`config.mk`:
```
export PLATFORM = sky130hd
export DESIGN_NAME = pb_debounce
export DESIGN_NICKNAME = d
export VERILOG_FILES = /design/src/rtl/pb_pkg.sv /design/src/rtl/pb_sync2.sv /design/src/rtl/pb_debounce.sv
export SDC_FILE = /design/constraint.sdc
export NUM_CORES = 1
export LEC_CHECK = 0
export ABC_CLOCK_PERIOD_IN_PS = 2500
export CELL_PAD_IN_SITES_DETAIL_PLACEMENT = 1
export CELL_PAD_IN_SITES_GLOBAL_PLACEMENT = 1
export CORE_MARGIN = 3
export CORE_UTILIZATION = 38
export DETAILED_ROUTE_END_ITERATION = 8
export GPL_TIMING_DRIVEN = 0
export PLACE_DENSITY_LB_ADDON = 0.1
export SETUP_SLACK_MARGIN = 0.4
export SLEW_MARGIN = 25
export SYNTH_ARGS = -nofsm -noshare
export SYNTH_HDL_FRONTEND = slang
export SYNTH_SLANG_ARGS = --single-unit
```
`constraint.sdc`:
```
create_clock -name clk -period 2.5 [get_ports clk]
set_input_delay 0.375 -clock clk [delete_from_list [all_inputs] [get_ports clk]]
set_output_delay 0.375 -clock clk [all_outputs]
set_load 0.02 [all_outputs]
```
`src/rtl/pb_pkg.sv`:
```
// rtl/pb_pkg.sv - shared types and constants for the push-button debouncer
package pb_pkg;

  localparam int PB_DEBOUNCE_DEFAULT = 500000;

  typedef enum logic [1:0] {
    IDLE_LO   = 2'd0,
    WAIT_HI   = 2'd1,
    STABLE_HI = 2'd2,
    WAIT_LO   = 2'd3
  } pb_state_t;

endpackage

```
`src/rtl/pb_sync2.sv`:
```
// rtl/pb_sync2.sv - two-flop synchronizer with synchronous active-high reset
module pb_sync2 (
  input  logic clk,
  input  logic rst,
  input  logic d,
  output logic q
);

  logic meta;

  // Shift the asynchronous level through two flops; reset loads the released level.
  always_ff @(posedge clk) begin
    if (rst) begin
      meta <= 1'b0;
      q    <= 1'b0;
    end else begin
      meta <= d;
      q    <= meta;
    end
  end

endmodule

```
`src/rtl/pb_debounce.sv`:
```
// rtl/pb_debounce.sv - push-button debouncer with registered level and edge pulses
module pb_debounce
  import pb_pkg::*;
#(
  parameter int DEBOUNCE_CYCLES = PB_DEBOUNCE_DEFAULT,
  parameter bit ACTIVE_LOW      = 1'b1
) (
  input  logic clk,
  input  logic rst,
  input  logic pb_raw,
  output logic pb_clean,
  output logic pb_rise,
  output logic pb_fall
);

  localparam int CW = $clog2(DEBOUNCE_CYCLES + 1);
  localparam logic [CW-1:0] CNT_LAST = CW'(DEBOUNCE_CYCLES - 1);
  localparam logic [CW-1:0] CNT_ONE  = CW'(1);

  logic          pb_in;
  logic          pb_sync;
  pb_state_t     state;
  pb_state_t     state_nxt;
  logic [CW-1:0] cnt;
  logic [CW-1:0] cnt_nxt;
  logic          clean_nxt;

  // Fold the button polarity in before synchronization so 1 always means pressed.
  assign pb_in = ACTIVE_LOW ? ~pb_raw : pb_raw;

  pb_sync2 u_sync (
    .clk (clk),
    .rst (rst),
    .d   (pb_in),
    .q   (pb_sync)
  );

  // Next-state and run counter: cnt holds how many consecutive opposite samples have been seen.
  always_comb begin
    state_nxt = state;
    cnt_nxt   = '0;
    case (state)
      IDLE_LO: begin
        if (pb_sync) begin
          state_nxt = WAIT_HI;
          cnt_nxt   = CNT_ONE;
        end
      end
      WAIT_HI: begin
        if (!pb_sync) begin
          state_nxt = IDLE_LO;
        end else if (cnt == CNT_LAST) begin
          state_nxt = STABLE_HI;
        end else begin
          cnt_nxt = cnt + 1'b1;
        end
      end
      STABLE_HI: begin
        if (!pb_sync) begin
          state_nxt = WAIT_LO;
          cnt_nxt   = CNT_ONE;
        end
      end
      WAIT_LO: begin
        if (pb_sync) begin
          state_nxt = STABLE_HI;
        end else if (cnt == CNT_LAST) begin
          state_nxt = IDLE_LO;
        end else begin
          cnt_nxt = cnt + 1'b1;
        end
      end
      default: state_nxt = IDLE_LO;
    endcase
  end

  assign clean_nxt = (state_nxt == STABLE_HI) || (state_nxt == WAIT_LO);

  // State, counter and outputs; outputs are computed from the next state so pb_clean tracks the state decode exactly.
  always_ff @(posedge clk) begin
    if (rst) begin
      state    <= IDLE_LO;
      cnt      <= '0;
      pb_clean <= 1'b0;
      pb_rise  <= 1'b0;
      pb_fall  <= 1'b0;
    end else begin
      state    <= state_nxt;
      cnt      <= cnt_nxt;
      pb_clean <= clean_nxt;
      pb_rise  <= clean_nxt & ~pb_clean;
      pb_fall  <= ~clean_nxt & pb_clean;
    end
  end

endmodule

```
==> summary.md <==
### STA
* aggregate negative setup slack: 0 ns
* time the worst path needs with I/O delays and setup: 2.010 ns
* Final Hold Viols: 0
* part of the cycle the worst path needs: 80.40%
* final number of setup-violating endpoints: 0
* headroom to the max-slew limit: 77.06%
* largest clock skew in the final design: 0.009012 ns
* Pins Over Slew Limit: 0
* unrepaired setup endpoints after global routing: no
* maximum clock rate: 497.5 MHz
* Least-Margin Pin Slew: 0.3421 ns

### Clock tree
* TritonCTS clock tree: done
* setup repair bufs after CTS: 0
* clk buf depth: 2
* clock-pin slew reported for the worst setup and hold paths after clock tree synthesis: 0.15 ns
* Clk Latency, worst-skew pair: 0.33 ns
* clock buffer count from CTS: 3
* maximum level of the CTS H-tree: 1
* clock sinks: 26
* Clock Root Buffer: sky130_fd_sc_hd__clkbuf_4

### Synthesis
* gate count after technology mapping: 133
* top_reg_cell synth: sky130_fd_sc_hd__dfxtp_1
* Syn. warnings: 0
* most area-consuming cells after synthesis: sky130_fd_sc_hd__dfxtp_1 44%, sky130_fd_sc_hd__xor2_1 6.6%, sky130_fd_sc_hd__nor2_1 5.1%
* post-synth cell types: 38
* ys async rst share: 0%
* fraction of synthesized cell area taken by the top area cell type: 43.88%
* Synthesized Nets: 137
* leading post-synthesis cells by instance count: 26 x sky130_fd_sc_hd__dfxtp_1, 16 x sky130_fd_sc_hd__nor2_1, 9 x sky130_fd_sc_hd__xor2_1
* share of the yosys chip area belonging to registers: 43.88%
* cell with the most instances after synthesis: sky130_fd_sc_hd__dfxtp_1
* cell area after technology mapping: 0.001186 mm²
* number of enable flip-flop cells after synthesis: 0
* register bit total from synthesis: 26
* dominant cell type by area after synthesis: sky130_fd_sc_hd__dfxtp_1
* mean area per synthesized cell: 8.918 µm²

### GRT
* initial antenna violation count: 0
* GR Util All Layers: 15.73%
* pin count of the biggest net entering global routing: 16
* vias in the first global route: 968
* wire length of the first global-routing pass: 4429 µm
* overflow left after global routing: 0

### Cells and area
* Multi-input gate area: 636.9 µm²
* total of fill cells in the finished design: 339
* nets: 147
* number of diodes: 0
* Area growth, synth to finish: 13.92%
* Register Area: 523.0 µm²
* layout cell share with drive strength beyond 1: 15.49%
* final instance count without filler cells: 173

### Placement
* placed cell count: 169
* last weighted congestion value of the routability-driven placer: 0.7255
* count of port buffers added during placement: 5
* HPWL reported at the end of detailed placement: 1951 µm

### Run status
* run status: completed

### Setup path
* kind of launch point of the worst setup path: flop
* Data required, critical path: 2.73 ns
* Critical Path, Cell by Cell: ha_1, buf_4, nand2b_1, or4_4, or4_4, and4b_1
* path type of the worst setup path: flop to flop
* most frequent cell on the critical path: sky130_fd_sc_hd__or4_4
* number of buffers and inverters on the critical path: 1
* crit path max-delay cell type: sky130_fd_sc_hd__or4_4
* maximum fanout along the worst path: 9
* delay contributed by the slowest stage of the critical path: 0.52 ns
* Arr. time, crit path: 2.24 ns
* cell type group with the largest total delay on the critical path: simple AND/OR/NAND/NOR gates
* CP Capture Type: flop

### Floorplan
* Die H: 61.87 µm
* number of top-level pins: 6
* count of standard-cell rows: 19
* initial cell density of the core: 41.58%
* floorplan die width: 61.87 µm
* total core area: 0.002853 mm²
* Die Outline Area: 0.003828 mm²

### Routing
* first-iteration detailed-routing DRC count: 24
* DRC violation count after routing: 0
* number of detailed-routing iterations run before antenna repair: 4
* total wire length: 2633 µm
* total number of vias: 983
* detailed-route vias per instance: 5.682
* final routed wire length divided by cell count: 15.22 µm
* Post-DRT Antenna Nets: 0

### Power and ir drop
* VDD IR max: 0.3008 mV
* Leakage: 0.4141 nW
* Power Density: 531.3 mW/mm²

### Run
* maxcap violations: 0

### Min path
* classification of the worst-slack hold path: flop to flop

cell families (layout without fill, tap and decap cells):
family,Yosys count,after routing,synth area share [%]
AO/OA/AOI/OAI,18,18,9.916
adder cells (fa/ha/maj),1,1,1.055
flip-flops,26,26,43.88
buffers and inverters,11,20,3.903
XOR/XNOR,12,12,8.862
AND/OR/NAND/NOR,65,65,32.38
power breakdown:
group | internal (mW) | switching (mW) | total, mW
clock network | 0.162 | 0.128 | 0.291
logic | 0.00495 | 0.00408 | 0.00903
registers | 0.417 | 0.00139 | 0.418
flip-flops by register name, summed over array words and instances, names as in the netlist:
name	cells
cnt	19
state	2
pb_clean	1
pb_fall	1
pb_rise	1
u_sync.meta	1
u_sync.q	1
per-layer routing:
layer | track usage [%] | up-vias | share of wire [%]
met2 | 25.86 | 10 | 47
met3 | 2.479 | 4 | 2.1
met4 | 7.273 | 0 | 1.7
li1 | - | 489 | -
met1 | 20.15 | 480 | 49
met5 | 0 | - | 0
worst paths after layout:
kind | from | endpoint | slack, ns | cells past startpoint
max | cnt[0]$_SDFF_PP0_ | pb_fall$_SDFF_PP0_ | 0.49 | 6
min | u_sync.meta$_SDFF_PP0_ | u_sync.q$_SDFF_PP0_ | 0.46 | 1
max reg2reg | cnt[0]$_SDFF_PP0_ | pb_fall$_SDFF_PP0_ | 0.49 | 6
min reg2reg | u_sync.meta$_SDFF_PP0_ | u_sync.q$_SDFF_PP0_ | 0.46 | 1
per-stage QoR:
stage | area [µm²] | hold WS [ns] | util, % | power [mW] | setup slack, ns
4_1_cts | 1331 | 0.4685 | 46.67 | 0.7299 | 0.4196
2_1_floorplan | 1186 | 0.4138 | - | 0.4305 | 0.4742
6_report | 1351 | 0.4637 | 47.37 | 0.7179 | 0.4899
5_1_grt | 1351 | 0.4826 | 47.37 | 0.7469 | 0.4015
3_3_place_gp | 1275 | 0.4213 | 44.69 | 0.4357 | 0.2760
3_5_place_dp | 1275 | 0.4435 | 44.69 | 0.4361 | 0.2336
layout make-up:
cell class                 instances  area share (%)
buffer                             6           2.315
clock buffer                       3           1.667
clock inverter                     1           2.222
inverter                           5           1.389
multi-input combinational         96           47.13
sequential                        26           38.70
tap                               31           2.870
timing repair buffer               5           3.704
cell usage in the layout (no fill, tap or decap), types with 3 or more instances in the layout:
cell and instances:
sky130_fd_sc_hd__or4_1 3, sky130_fd_sc_hd__nand2_1 8, sky130_fd_sc_hd__a21oi_1 8, sky130_fd_sc_hd__buf_2 4, sky130_fd_sc_hd__xnor2_1 3, sky130_fd_sc_hd__dfxtp_1 24
sky130_fd_sc_hd__clkbuf_4 3, sky130_fd_sc_hd__nand3_1 7, sky130_fd_sc_hd__clkdlybuf4s50_1 5, sky130_fd_sc_hd__nor2_1 16, sky130_fd_sc_hd__nand4_1 6, sky130_fd_sc_hd__xor2_1 9
sky130_fd_sc_hd__inv_1 5
repair_timing:
item / 4_1_cts / 5_1_grt
endpoints found under the hold margin: 0 / 0
hold buffers: 0 / 0
pin swaps: 0 / 0
endpoints found under the setup margin: 14 / 15
resized for setup: 2 / 6
Power figures use the tool's default switching activity.
